## src/rtl/rect_fill_pkg.sv

```systemverilog
// ---------------------------------------------------------------------------
// rect_fill_pkg
// Shared types and constants for the rectangle fill sequencer.
//   state_t   : sequencer states (IDLE, LOAD, FILL, DONE)
//   SCREEN_*  : default visible screen size, used when clipping is enabled
//   req_t     : fill request layout at the default coordinate/colour widths,
//               for producers (command decoder) that build requests
// ---------------------------------------------------------------------------
package rect_fill_pkg;

    typedef enum logic [1:0] {
        IDLE = 2'd0,
        LOAD = 2'd1,
        FILL = 2'd2,
        DONE = 2'd3
    } state_t;

    localparam int SCREEN_W_DEFAULT = 160;
    localparam int SCREEN_H_DEFAULT = 120;

    localparam int REQ_COORD_W = 8;
    localparam int REQ_COLOR_W = 3;

    typedef struct packed {
        logic [REQ_COORD_W-1:0] x;
        logic [REQ_COORD_W-1:0] y;
        logic [REQ_COORD_W-1:0] w_m1;
        logic [REQ_COORD_W-1:0] h_m1;
        logic [REQ_COLOR_W-1:0] color;
    } req_t;

endpackage

```

## src/rtl/rect_fill_scan.sv

```systemverilog
// ---------------------------------------------------------------------------
// rect_fill_scan
// Row-major offset iterator for the rectangle fill. dx runs 0..dx_max, then
// wraps to 0 while dy advances, up to dy_max. Counters are WIDTH bits and
// never need to go past their maximum, so a full 2^WIDTH square fits.
// Ports:
//   clock, reset   : clock, asynchronous active-high reset
//   clear          : zero both offsets (start of a new fill)
//   step           : advance by one pixel
//   dx_max, dy_max : inclusive iteration bounds
//   dx, dy         : current offsets
//   last           : current offset is the final pixel of the rectangle
// ---------------------------------------------------------------------------
module rect_fill_scan #(
    parameter int WIDTH = 8
) (
    input  logic             clock,
    input  logic             reset,
    input  logic             clear,
    input  logic             step,
    input  logic [WIDTH-1:0] dx_max,
    input  logic [WIDTH-1:0] dy_max,
    output logic [WIDTH-1:0] dx,
    output logic [WIDTH-1:0] dy,
    output logic             last
);

    always_ff @(posedge clock or posedge reset) begin
        if (reset) begin
            dx <= '0;
            dy <= '0;
        end else if (clear) begin
            dx <= '0;
            dy <= '0;
        end else if (step) begin
            if (dx < dx_max) begin
                dx <= dx + 1'b1;
            end else if (dy < dy_max) begin
                dx <= '0;
                dy <= dy + 1'b1;
            end
        end
    end

    assign last = (dx == dx_max) && (dy == dy_max);

endmodule

```

## src/rtl/rect_fill_ctrl.sv

```systemverilog
// ---------------------------------------------------------------------------
// rect_fill_ctrl
// Fills an axis-aligned rectangle of one colour by emitting one pixel write
// per cycle on the plot port, in row-major order. Owns the plot port while
// busy and accepts one request at a time.
// Ports:
//   clock, reset           : clock, asynchronous active-high reset
//   req_valid / req_ready  : request handshake (ready only in IDLE)
//   req_x, req_y           : top-left corner
//   req_w_m1, req_h_m1     : width-1 / height-1
//   req_color              : fill colour
//   abort                  : end the current fill early (LOAD/FILL only)
//   plot_valid / plot_ready: pixel write handshake
//   plot_x, plot_y         : pixel coordinate (wraps mod 2^WIDTH)
//   plot_color             : pixel colour
//   busy                   : sequencer not idle
//   done                   : one-cycle pulse at the end of every fill
// Build option:
//   RECT_FILL_CLIP_EN      : clip fills to SCREEN_W x SCREEN_H; a fill whose
//                            corner lies off-screen emits no pixels.
// ---------------------------------------------------------------------------
module rect_fill_ctrl
    import rect_fill_pkg::*;
#(
    parameter int WIDTH    = 8,
    parameter int COLOR_W  = 3,
    parameter int SCREEN_W = SCREEN_W_DEFAULT,
    parameter int SCREEN_H = SCREEN_H_DEFAULT
) (
    input  logic               clock,
    input  logic               reset,
    input  logic               req_valid,
    output logic               req_ready,
    input  logic [WIDTH-1:0]   req_x,
    input  logic [WIDTH-1:0]   req_y,
    input  logic [WIDTH-1:0]   req_w_m1,
    input  logic [WIDTH-1:0]   req_h_m1,
    input  logic [COLOR_W-1:0] req_color,
    input  logic               abort,
    output logic               plot_valid,
    input  logic               plot_ready,
    output logic [WIDTH-1:0]   plot_x,
    output logic [WIDTH-1:0]   plot_y,
    output logic [COLOR_W-1:0] plot_color,
    output logic               busy,
    output logic               done
);

`ifdef RECT_FILL_CLIP_EN
    localparam bit CLIP_EN = 1'b1;
`else
    localparam bit CLIP_EN = 1'b0;
`endif

    // Screen extents and the constant one, sized to the WIDTH+1 bit domain
    // the clip arithmetic runs in.
    localparam logic [WIDTH:0] SCR_W   = (WIDTH+1)'(SCREEN_W);
    localparam logic [WIDTH:0] SCR_H   = (WIDTH+1)'(SCREEN_H);
    localparam logic [WIDTH:0] ONE_EXT = (WIDTH+1)'(1);

    // Request captured at accept time, widths follow this instance.
    typedef struct packed {
        logic [WIDTH-1:0]   x;
        logic [WIDTH-1:0]   y;
        logic [WIDTH-1:0]   w_m1;
        logic [WIDTH-1:0]   h_m1;
        logic [COLOR_W-1:0] color;
    } fill_req_t;

    state_t           state;
    fill_req_t        req_reg;
    logic [WIDTH-1:0] dx_max_reg;
    logic [WIDTH-1:0] dy_max_reg;
    logic             plot_valid_reg;
    logic             done_reg;
    logic             req_ready_reg;

    logic [WIDTH-1:0] dx;
    logic [WIDTH-1:0] dy;
    logic             last;
    logic             scan_clear;
    logic             scan_step;

    // -----------------------------------------------------------------------
    // Iteration bounds, evaluated from the captured request while in LOAD.
    // Clipping works in WIDTH+1 bits so "room to the screen edge" cannot
    // wrap when compared against the requested extent.
    // -----------------------------------------------------------------------
    logic [WIDTH:0]   x_ext;
    logic [WIDTH:0]   y_ext;
    logic [WIDTH:0]   room_x;
    logic [WIDTH:0]   room_y;
    logic             off_screen;
    logic [WIDTH-1:0] clip_dx;
    logic [WIDTH-1:0] clip_dy;
    logic [WIDTH-1:0] bound_dx;
    logic [WIDTH-1:0] bound_dy;
    logic             empty;

    always_comb begin
        x_ext      = {1'b0, req_reg.x};
        y_ext      = {1'b0, req_reg.y};
        off_screen = (x_ext >= SCR_W) || (y_ext >= SCR_H);
        // Only meaningful when the corner is on-screen, where these cannot
        // underflow.
        room_x     = SCR_W - x_ext - ONE_EXT;
        room_y     = SCR_H - y_ext - ONE_EXT;
        clip_dx    = ({1'b0, req_reg.w_m1} <= room_x) ? req_reg.w_m1 : room_x[WIDTH-1:0];
        clip_dy    = ({1'b0, req_reg.h_m1} <= room_y) ? req_reg.h_m1 : room_y[WIDTH-1:0];

        bound_dx   = CLIP_EN ? clip_dx : req_reg.w_m1;
        bound_dy   = CLIP_EN ? clip_dy : req_reg.h_m1;
        empty      = CLIP_EN && off_screen;
    end

    // -----------------------------------------------------------------------
    // Sequencer
    // -----------------------------------------------------------------------
    always_ff @(posedge clock or posedge reset) begin
        if (reset) begin
            state          <= IDLE;
            req_reg        <= '0;
            dx_max_reg     <= '0;
            dy_max_reg     <= '0;
            plot_valid_reg <= 1'b0;
            done_reg       <= 1'b0;
            req_ready_reg  <= 1'b0;
        end else begin
            case (state)
                IDLE: begin
                    if (req_valid && req_ready_reg) begin
                        req_reg.x     <= req_x;
                        req_reg.y     <= req_y;
                        req_reg.w_m1  <= req_w_m1;
                        req_reg.h_m1  <= req_h_m1;
                        req_reg.color <= req_color;
                        req_ready_reg <= 1'b0;
                        state         <= LOAD;
                    end else begin
                        // Also raises ready on the first edge after reset.
                        req_ready_reg <= 1'b1;
                    end
                end

                LOAD: begin
                    dx_max_reg <= bound_dx;
                    dy_max_reg <= bound_dy;
                    if (abort || empty) begin
                        done_reg <= 1'b1;
                        state    <= DONE;
                    end else begin
                        plot_valid_reg <= 1'b1;
                        state          <= FILL;
                    end
                end

                FILL: begin
                    // A pixel accepted alongside abort is still written; the
                    // sequencer simply stops after it.
                    if (abort || (plot_ready && last)) begin
                        plot_valid_reg <= 1'b0;
                        done_reg       <= 1'b1;
                        state          <= DONE;
                    end
                end

                DONE: begin
                    done_reg      <= 1'b0;
                    req_ready_reg <= 1'b1;
                    state         <= IDLE;
                end

                default: begin
                    plot_valid_reg <= 1'b0;
                    done_reg       <= 1'b0;
                    req_ready_reg  <= 1'b0;
                    state          <= IDLE;
                end
            endcase
        end
    end

    // Offsets restart every LOAD and advance on each accepted pixel that is
    // not the final one.
    assign scan_clear = (state == LOAD);
    assign scan_step  = (state == FILL) && plot_valid_reg && plot_ready && !last;

    rect_fill_scan #(
        .WIDTH (WIDTH)
    ) u_scan (
        .clock  (clock),
        .reset  (reset),
        .clear  (scan_clear),
        .step   (scan_step),
        .dx_max (dx_max_reg),
        .dy_max (dy_max_reg),
        .dx     (dx),
        .dy     (dy),
        .last   (last)
    );

    // Pixel coordinate is a pure function of registers, so it is stable
    // across stalls and goes to zero as soon as reset clears the request.
    assign plot_x     = req_reg.x + dx;
    assign plot_y     = req_reg.y + dy;
    assign plot_color = req_reg.color;
    assign plot_valid = plot_valid_reg;
    assign req_ready  = req_ready_reg;
    assign done       = done_reg;
    assign busy       = (state != IDLE);

endmodule
```

## config.mk

```make
export PLATFORM = sky130hd
export DESIGN_NAME = rect_fill_ctrl
export DESIGN_NICKNAME = d
export VERILOG_FILES = /design/src/rtl/rect_fill_pkg.sv /design/src/rtl/rect_fill_scan.sv /design/src/rtl/rect_fill_ctrl.sv
export SDC_FILE = /design/constraint.sdc
export NUM_CORES = 1
export LEC_CHECK = 0
export CAP_MARGIN = 20
export CORE_ASPECT_RATIO = 0.9
export CORE_MARGIN = 3
export CORE_UTILIZATION = 60
export DETAILED_ROUTE_END_ITERATION = 16
export DONT_BUFFER_PORTS = 1
export GPL_ROUTABILITY_DRIVEN = 1
export PLACE_DENSITY = 0.82
export SETUP_SLACK_MARGIN = 0.3
export SLEW_MARGIN = 0
export SYNTH_ARGS = -nofsm -noshare
export SYNTH_HDL_FRONTEND = slang
export SYNTH_SLANG_ARGS = --single-unit
```

## constraint.sdc

```tcl
create_clock -name clock -period 4.85 [get_ports clock]
set_input_delay 0.485 -clock clock [delete_from_list [all_inputs] [get_ports clock]]
set_output_delay 0.485 -clock clock [all_outputs]
set_load 0.1 [all_outputs]
```

* Word-level counts from Yosys, hierarchy flattened
Index checks and enable logic that the tools add are counted.
Word-level totals: flip-flop bits (word level) 72, input port bits 40, output and inout port bits 23, logic and storage cells 71
Operators by class: $add $sub $neg 4, $lt $le $gt $ge 2, equality and inequality tests 10, mux-type cells 20, reduce and logical (&&, ||, !) cells 22
Operator list (number):
- 8-bit 2-to-1 mux | 8
- 8-bit by 1-bit adder with 8-bit output, second input constant | 2
- 8-bit adder | 2
- 8-bit == test | 2
- 8-bit < comparator | 2
- 2-bit != test, second input constant | 5
- 2-bit nonzero test | 5
- 3-bit AND reduction | 3
- 2-bit one-hot mux with 4 select lines | 1
- 1-bit logical AND | 6
- 1-bit 2-to-1 mux | 6
- 2-bit AND reduction | 3
- 3-bit nonzero test | 2
- 2-bit == test, second input constant | 2
- 2-bit 2-to-1 mux | 2
- 1-bit one-hot mux with 2 select lines | 2
- 1-bit one-hot mux with 3 select lines | 1
- 2-bit by 1-bit == test with 1-bit output, second input constant | 1
- 2-bit logical NOT | 1
- 1-bit logical NOT | 1
- 1-bit logical OR | 1

* Longest topological paths before layout
Gate-level depths: netlist (run 1).
word-level depth 6, mapped depth 9, mapped depth without buffers 8

* Modules after synthesis
From an unflattened synthesis (run 1), not the netlist that was laid out.
Unflattened totals: cells, all modules 364, area total of the unflattened synthesis 4125.2 sq um
By module, submodules not included:
- rect_fill_ctrl | instances 1, cells each 225, area each 2844.0 sq um, seq. area each 1401.3 sq um
- rect_fill_scan | instances 1, cells each 139, area each 1281.2 sq um, seq. area each 400.4 sq um

* Worst setup path before layout (run 1)
OpenSTA, ideal clock, no wires.
path kind reg-to-output, start point reg u_scan.dx[1], end point out plot_x[7], arrival 2.763 ns, data required time 4.365 ns, slack 1.602 ns, stages on the path, launching flop included 7, buffers on the path 0, cells stage by stage dfrtp_1 -> ha_1 -> a21o_1 -> a21oi_1 -> o21ai_0 -> o41ai_1 -> xnor2_1
Between the ends: word-level cells in the longest chain between the ends 1
Ends and longest elaborated chain:
- from (decl) | line rect_fill_scan.sv:23 | output logic [WIDTH-1:0] dx,
- from (signal assigned) | line rect_fill_scan.sv:37 | dx <= dx + 1'b1;
- 8-bit adder | line rect_fill_ctrl.sv:204 | assign plot_x = req_reg.x + dx;
- to (decl) | line rect_fill_ctrl.sv:42 | output logic [WIDTH-1:0] plot_x,
Every way passes these cells.

* Worst setup path in the final report (run 1)
start point reg u_scan.dx[0], end point out plot_x[6]
The elaborated chain is that of the path after synthesis.

==> summary.md, run 1 <==
| Metric | Value |
|---|---|
| Layout cells sized above 1 | roughly 25% |
| Gr ovfl total | 0 |
| Worst path top cell family by delay | compound AO/OA/AOI/OAI gates |
| Flops & latches, synth | 72 |
| Final core occ | between 70% and 80% |
| Via density | ~5.9 |
| Worst-Skew Late Latency | 0.35 ns |
| I/O Buffers | 0 |
| Critical path startpoint | u_scan.dx[0] |
| Root buffer cell | clkbuf_8 |
| Largest stage delay, worst path | roughly 0.44 ns |
| Cts repair resizes | 0 |
| ANT cells | 0 |
| Die area | ~7700 µm² |
| RR Startpoint | req_ready |
| Post-Layout Cell Count | between 400 and 500 |
| Max FFs per register | 16 |
| Core box area | between 6000 and 7000 µm² |
| Fmax | around 320 MHz |
| Async set-reset flop share out of synthesis | between 90% and 100% |
| Most frequent cells in the layout | dfrtp_1, mux2_2, ha_1, inv_1, nand2_1 |
| Initial antenna violation count | 0 |
| Dpl cells | 450 |
| Clock Pin Slew Worst Setup and Hold Paths | ~0.070 ns |
| Setup violations, final | 0 |
| Final Hold Violating Endpoints | 0 |
| Setup Skew | a little under 0.006 ns |
| Worst hold path class | primary input to asynchronous set/reset pin |
| # nets final | 452 |
| WL per Instance | 17.0 µm |
| CP Data Required Time | roughly 4.4 ns |
| Crit path arrival time | approximately 2.7 ns |
| Iter 0 DRT Violations | 153 |
| Starting Density | roughly 64% |
| Storage cell area | 1800 µm² |
| Filler cells | 448 |
| First-pass GRT wire length | approximately 14000 µm |
| Synth Cell Area | approximately 4000 µm² |
| Worst R2R End | req_reg[20] |
| Top FF cell, synth | dfrtp_1 |
| Measured slew at the worst slew-check pin | ~1.2 ns |
| RSZ-0062 raised after global routing | no |
| I/O pin cnt | between 60 and 70 |
| Worst path depth | 8 |
| Hold Buf Count CTS | 0 |
| Die X | 92.0 µm |
| Synth warn | 0 |
| Via count | 2739 |
| # Post-CTS Setup Buffers | 0 |
| Gr usage total | 22.9% |
| HPWL after DPL | 5920 µm |
| Slowest cell on the critical path | fa_1 |
| Post-layout min period | about 3.2 ns |
| CP endpoint kind | primary output |
| CP Max Fanout | 4 |
| Final TNS setup | 0 ns |
| DRC viols | 0 |
| Critical path class | flop to primary output |
| Gpl congestion | about 0.86 |
| TritonCTS clock tree | built |
| Flop2flop setup slack | roughly 2.2 ns |
| Area growth syn-to-layout | 11.8% |
| WL final | about 7900 µm |
| Maxcap violations | 0 |
| Number of global-route vias before repair | roughly 2800 |
| R2R cell count | 2 |
| Largest net degree at the start of global routing | 48 |
| End of the critical path | plot_x[6] |
| Mapped Nets | 442 |
| Post-synthesis average cell area | roughly 11 µm² |
| Rel. slew slack | between 20% and 30% |
| CP cell instances | ha_1 > fa_1 > a21o_1 > a21oi_1 > o21bai_1 > a21oi_1 > xnor2_2 > buf_8 |
| CP Launch Type | flop |
| Htree depth | 3 |
| Cells after Synth | ~360 |
| Number of enable flip-flop cells after synthesis | 0 |
| Outcome | finished clean |
| Final instance area | approximately 4500 µm² |
| Register area share after synthesis | 45.1% |
| Number of distinct library cells after synthesis | 43 |
| CP dominant cell by count | a21oi_1 |
| Die Height | ~83 µm |
| FP Rows | 27 |
| Clock Tree Buf Depth | 2 |
| Post-DRT Antenna Nets | 0 |
| Multi-input gate area in the final layout | about 2100 µm² |
| Worst Path Buf+Inv | 1 |
| Commonest non-fill, non-tap cell in the layout | dfrtp_1 |
| Num CTS Buffers | 9 |
| First-pass detailed-route iteration total | 4 |
| DP Area | roughly 4200 µm² |
| Period utilisation layout | roughly 65% |
| Clock sinks | around 70 |
| Fin. max-slew vios | 0 |
## metal layers
layer / GRT usage (%) / up-vias / routed length (µm)
met5: 0 / - / 0
met4: 9.04 / 0 / 170
met3: 7.79 / 17 / 476
met2: 35.9 / 79 / 3870
met1: 29.1 / 1332 / 3430
li1: - / 1311 / -
## cell usage after synthesis, types with 6 or more instances
master,number,area (µm²)
a221o_1,6,60.1
mux2_2,41,462
nand3_1,10,50.1
o21ai_0,24,120
a21o_1,6,45.0
inv_1,27,101
dfrtp_1,72,1800
xnor2_1,10,87.6
nand2_1,25,93.8
ha_1,36,450
clkbuf_1,8,30.0
a21oi_1,19,95.1
nor2_1,18,67.6
## how the worst min path moves through the flow
stage,end,slack (ns),cells after the start
3_5_place_dp,plot_color[0],0.44,1
4_1_cts,plot_color[0],0.06,1
5_1_grt,plot_color[0],0.08,1
2_1_floorplan,dy_max_reg[7],0.44,2
6_report,plot_color[0],0.05,1
3_3_place_gp,plot_color[0],0.44,1
## stage by stage
stage | setup slack, ns | hold WS, ns
after floorplan | 1.60 | 0.444
after global placement | 2.06 | 0.438
after detailed placement | 2.06 | 0.441
after CTS | 1.66 | 0.0611
after global routing | 1.49 | 0.0780
final | 1.69 | 0.0494
## area by class of cell
type                            count  area share [%]
Multi-Input combinational cell    252            47.3
Clock buffer                       11            3.39
Tap cell                           87            2.44
Timing Repair Buffer               12            2.52
Inverter                           27            2.27
Clock inverter                      5            1.77
Sequential cell                    72            40.4
## kinds of logic after synthesis
logic type | count (synthesis) | synth area share, %
AOI/OAI and AO/OA | 72 | 11.9
xor gates and xnor gates | 14 | 3.07
adders and majority gates | 38 | 12.3
buffers and inverters | 40 | 4.42
DFF | 72 | 45.1
muxes | 42 | 11.8
and+or+nand+nor | 86 | 11.4
## worst register-to-register path, stage by stage (launching register included)
cell	delay (ns)
dfrtp_1	1.00
nand3_2	0.96
mux2_2	0.62
Power of run 1 is left out: the tool's default activity adds up to more than one toggle a clock period on the data nets, which glitch-free logic cannot reach.
==> inputs of run 2 (changes only) <==
==> constraint.sdc (replaced) <==
create_clock -name clock -period 3.2 [get_ports clock]
set_input_delay 0.32 -clock clock [delete_from_list [all_inputs] [get_ports clock]]
set_output_delay 0.32 -clock clock [all_outputs]
set_load 0.1 [all_outputs]
==> run 2 against run 1 <==
Die area unchanged. Worst hold slack better by 0.071 ns. Final cell count is 1.7% higher. First-iteration DRC count grew 9.8%. Design area grew 2.7%. Register-to-register slack got worse by 1.4 ns. Critical path type unchanged. Critical endpoint is now plot_x[7].
==> summary.md, run 2 (synthesis gave the netlist of run 1 again) <==
| Metric | Value |
|---|---|
| Iter 0 DRT Violations | about 170 |
| Clock Tree Buf Depth | 2 |
| Die area | ~7700 µm² |
| Pre-CTS WS | between 0.6 and 0.7 ns |
| Final Hold Violating Endpoints | 0 |
| RSZ-0062 raised after global routing | no |
| Critical path startpoint | u_scan.dx[1] |
| Area growth syn-to-layout | 14.9% |
| TritonCTS clock tree | built |
| Die Height | ~83 µm |
| Starting Density | between 60 and 70% |
| Die X | roughly 92 µm |
| Most frequent cells in the layout | dfrtp_1, mux2_2, ha_1, inv_1, nand2_1 |
| Gr usage total | between 20% and 30% |
| CP Launch Type | flop |
| Setup Skew | 0.00849 ns |
| Gpl congestion | between 0.9 and 1 |
| First-pass GRT wire length | 13500 µm |
| Flop2flop setup slack | 0.72 ns |
| # Post-CTS Setup Buffers | 0 |
| Rel. slew slack | about two fifths |
| Core box area | around 6300 µm² |
| Via count | 2811 |
| CP endpoint kind | primary output |
| I/O pin cnt | 63 |
| FP Rows | 27 |
| Largest stage delay, worst path | ~0.48 ns |
| Clock sinks | 72 |
| Setup violations, final | 0 |
| Maxcap violations | 0 |
| Largest net degree at the start of global routing | between 40 and 50 |
| Worst R2R End | u_scan.dx[0] |
| End of the critical path | plot_x[7] |
| Fin. max-slew vios | 0 |
| WL final | approximately 8100 µm |
| Final TNS setup | 0 ns |
| Via density | 5.93 |
| Period utilisation layout | just under 90% |
| Post-layout min period | roughly 2.8 ns |
| Measured slew at the worst slew-check pin | 0.915 ns |
| # nets final | 460 |
| Critical path class | flop to primary output |
| Slowest cell on the critical path | dfrtp_1 |
| DRC viols | 0 |
| Initial antenna violation count | 0 |
| Worst hold path class | primary input to flop |
| Num CTS Buffers | 9 |
| R2R cell count | 6 |
| Htree depth | 3 |
| Hold_ws | around 0.12 ns |
| Post-DRT Antenna Nets | 0 |
| Root buffer cell | clkbuf_8 |
| Crit path arrival time | roughly 2.5 ns |
| I/O Buffers | 0 |
| CP Data Required Time | approximately 2.9 ns |
| RR Startpoint | u_scan.dx[6] |
| Worst-Skew Late Latency | 0.35 ns |
| Gr ovfl total | 0 |
| Filler cells | 449 |
| Outcome | finished clean |
| WL per Instance | around 17 µm |
| ANT cells | 0 |
| Clock Pin Slew Worst Setup and Hold Paths | ~0.070 ns |
| Number of global-route vias before repair | 2897 |
| Commonest non-fill, non-tap cell in the layout | dfrtp_1 |
| CP cell instances | ha_1 > a21o_1 > a21oi_2 > o21ai_0 > o41ai_2 > xnor2_2 > buf_8 |
| HPWL after DPL | 5970 µm |
| Post-route setup slack | 0.400 ns |
| First-pass detailed-route iteration total | 4 |
| Fmax | between 300 and 400 MHz |
| Layout cells sized above 1 | 28.7% |
| Max FFs per register | 16 |
| CP Max Fanout | 6 |
run 2: cell count changes in the layout (fill, tap and decap cells not counted), moves of 2 or more:
cell	previous run	this run
a21oi_2	0	5
fa_2	0	2
a21oi_1	19	13
fa_1	2	0
buf_4	9	15
o41ai_1	2	0
o41ai_2	0	2
run 2: what timing repair did:
action                     CTS  global route
hold endpoints to repair    24             0
hold buffers                 1             0
pin swaps                    0             3
setup endpoints to repair    4             4
resized for setup            4             9
run 2: per-stage QoR:
stage | area [µm²] | instances | util, %
after global placement | 4230 | 453 | 67.4
after floorplan | 4040 | 364 | -
final | 4590 | 474 | 73.0
after detailed placement | 4290 | 457 | 68.3
after CTS | 4560 | 474 | 72.5
after global routing | 4590 | 474 | 73.0
run 2: area by class of cell:
type | count | area (µm²) | share of cell area (%)
Clock buffer | 11 | 151 | 3.30
Multi-Input combinational cell | 252 | 2160 | 47.1
Inverter | 27 | 101 | 2.21
Timing Repair Buffer | 20 | 183 | 3.98
Tap cell | 87 | 109 | 2.37
Clock inverter | 5 | 78.8 | 1.72
Sequential cell | 72 | 1800 | 39.3
run 2: per-layer routing:
layer	track usage [%]	wire length (µm)	up-vias
met4	8.10	164	0
met2	37.9	4000	85
met3	6.52	455	21
li1	-	-	1337
met1	27.1	3490	1368
met5	0	0	-
run 2: worst min-delay path by stage:
stage	startpoint	endpoint	slack [ns]	cells past startpoint
2_1_floorplan	bound_dy[7]	dy_max_reg[7]	0.44	2
3_3_place_gp	reset	req_reg[25]	0.28	1
3_5_place_dp	reset	req_reg[25]	0.29	1
4_1_cts	req_x[6]	req_reg[33]	0.11	1
5_1_grt	req_x[6]	req_reg[33]	0.10	1
6_report	req_x[6]	req_reg[33]	0.12	1
run 2: critical path: cells and delay by family (launching register included):
kind            cells  cell delay, ns
flops               1            0.48
fa+ha+maj           1            0.32
compound gates      4            0.94
buf+inv             1            0.22
xor+xnor            1            0.17
Power of run 2 is left out for the same reason.
==> inputs of run 3 (changes only) <==
--- a/config.mk
+++ b/config.mk
@@ -6,7 +6,6 @@
 export NUM_CORES = 1
 export LEC_CHECK = 0
 export CAP_MARGIN = 20
-export CORE_ASPECT_RATIO = 0.9
 export CORE_MARGIN = 3
 export CORE_UTILIZATION = 60
 export DETAILED_ROUTE_END_ITERATION = 16
==> constraint.sdc (replaced) <==
create_clock -name clock -period 3.2 [get_ports clock]
set_input_delay 0.64 -clock clock [delete_from_list [all_inputs] [get_ports clock]]
set_output_delay 0.64 -clock clock [all_outputs]
set_load 0.1 [all_outputs]
==> run 3 against run 2 <==
Utilization is 0.26 points higher. Final cell count is 0.42% higher. Design area is 2.0% higher. Die area hardly changed. Via count is 0.71% lower. Clock-buffer cell count is 1 lower. Highest routed layer unchanged.
==> summary.md, run 3 (synthesis gave the netlist of run 1 again) <==
| Metric | Value |
|---|---|
| Outcome | finished clean |
| Gr usage total | 23.0% |
| DRC viols | 0 |
| Area growth syn-to-layout | 17.1% |
| Number of global-route vias before repair | just under 3000 |
| Die area | around 7700 µm² |
| CP Max Fanout | 2 |
| Via count | about 2800 |
| FP Rows | 29 |
| Gr ovfl total | 0 |
| Initial antenna violation count | 0 |
| I/O Buffers | 0 |
| Num CTS Buffers | 9 |
| Maxcap violations | 0 |
| Die X | 87.6 µm |
| Die Height | ~88 µm |
| Post-layout min period | ~3.0 ns |
| Via density | 5.86 |
| Htree depth | 3 |
| Commonest non-fill, non-tap cell in the layout | dfrtp_1 |
| Clock Pin Slew Worst Setup and Hold Paths | about 0.07 ns |
| Setup Skew | roughly 0.0091 ns |
| Layout cells sized above 1 | 32.6% |
| Max FFs per register | 16 |
| Setup violations, final | 0 |
| Gpl congestion | about 0.84 |
| WL per Instance | ~17 µm |
| Clock Tree Buf Depth | 2 |
| Period utilisation layout | between 90% and 100% |
| Fmax | 338 MHz |
| Measured slew at the worst slew-check pin | ~0.92 ns |
| Rel. slew slack | between 30% and 40% |
| First-pass GRT wire length | 13600 µm |
| Clock sinks | 72 |
| Crit path arrival time | about 2.3 ns |
| RSZ-0062 raised after global routing | yes |
| Critical path class | flop to primary output |
| Starting Density | a little over three fifths |
| TritonCTS clock tree | built |
| CP endpoint kind | primary output |
| Fin. max-slew vios | 0 |
| Final Hold Violating Endpoints | 0 |
| I/O pin cnt | 63 |
| Post-DRT Antenna Nets | 0 |
| Worst hold path class | primary input to asynchronous set/reset pin |
| Final TNS setup | 0 ns |
| Hold Buf Count CTS | 0 |
| ANT cells | 0 |
| CP Launch Type | flop |
| CP Data Required Time | ~2.6 ns |
| Worst-Skew Late Latency | approximately 0.34 ns |
| Root buffer cell | clkbuf_8 |
| Core box area | 6390 µm² |
| Iter 0 DRT Violations | 226 |
| Most frequent cells in the layout | dfrtp_1, mux2_2, ha_1, buf_4, inv_1 |
| HPWL after DPL | roughly 5800 µm |
| Largest net degree at the start of global routing | 37 |
| WL final | approximately 8000 µm |
| First-pass detailed-route iteration total | 4 |
| # nets final | ~470 |
## run 3: stage by stage
step | hold WS (ns) | instance area, µm² | std cells | setup slack [ns] | utilization [%]
after floorplan | 0.444 | 4080 | 364 | 0.345 | -
after global placement | 0.458 | 4310 | 448 | 0.370 | 67.5
after detailed placement | 0.471 | 4310 | 448 | 0.290 | 67.5
after CTS | 0.273 | 4630 | 473 | 0.238 | 72.5
after global routing | 0.290 | 4680 | 476 | 0.145 | 73.2
final | 0.259 | 4680 | 476 | 0.244 | 73.2
## run 3: final cells by class
type | count | area [µm²]
timing repair buffer | 34 | 309
clock inverter | 4 | 47.5
inverter | 27 | 101
sequential | 72 | 1810
tap | 77 | 96.3
multi-input combinational | 252 | 2190
clock buffer | 10 | 128
fill | 446 | 1710
## run 3: timing repair
item                       CTS  global route
gates resized for setup     18             5
pin swaps                   10             8
setup buffers               11             3
setup endpoints to repair    8             5
## run 3: worst paths after layout
check	start	endpoint	slack [ns]	cells after the start
setup / recovery	req_reg[19]	plot_y[6]	0.24	8
hold / removal	reset	u_scan.dy[7]	0.26	1
setup reg to reg	u_scan.dx[1]	u_scan.dy[7]	0.64	9
hold reg to reg	bound_dy[7]	dy_max_reg[7]	0.48	2
max in group asynchronous	reset	u_scan.dx[1]	2.13	2
min in group clock	req_x[0]	req_reg[27]	0.44	1
## run 3: worst max-delay path: stages, from the launching register on
cell and delay (ns):
dfrtp_1 0.39, ha_2 0.21, fa_2 0.37, a21o_1 0.22, a21oi_2 0.15, o21bai_1 0.10, a21oi_2 0.19, xnor2_2 0.15
buf_12 0.20
## run 3: per-layer routing
layer | track usage, % | routed length [µm] | vias to the layer above
met5 | 0 | 0 | -
met4 | 7.39 | 106 | 0
li1 | - | - | 1358
met2 | 38.7 | 4030 | 71
met3 | 6.40 | 446 | 9
met1 | 28.9 | 3440 | 1353
Power of run 3 is left out for the same reason.
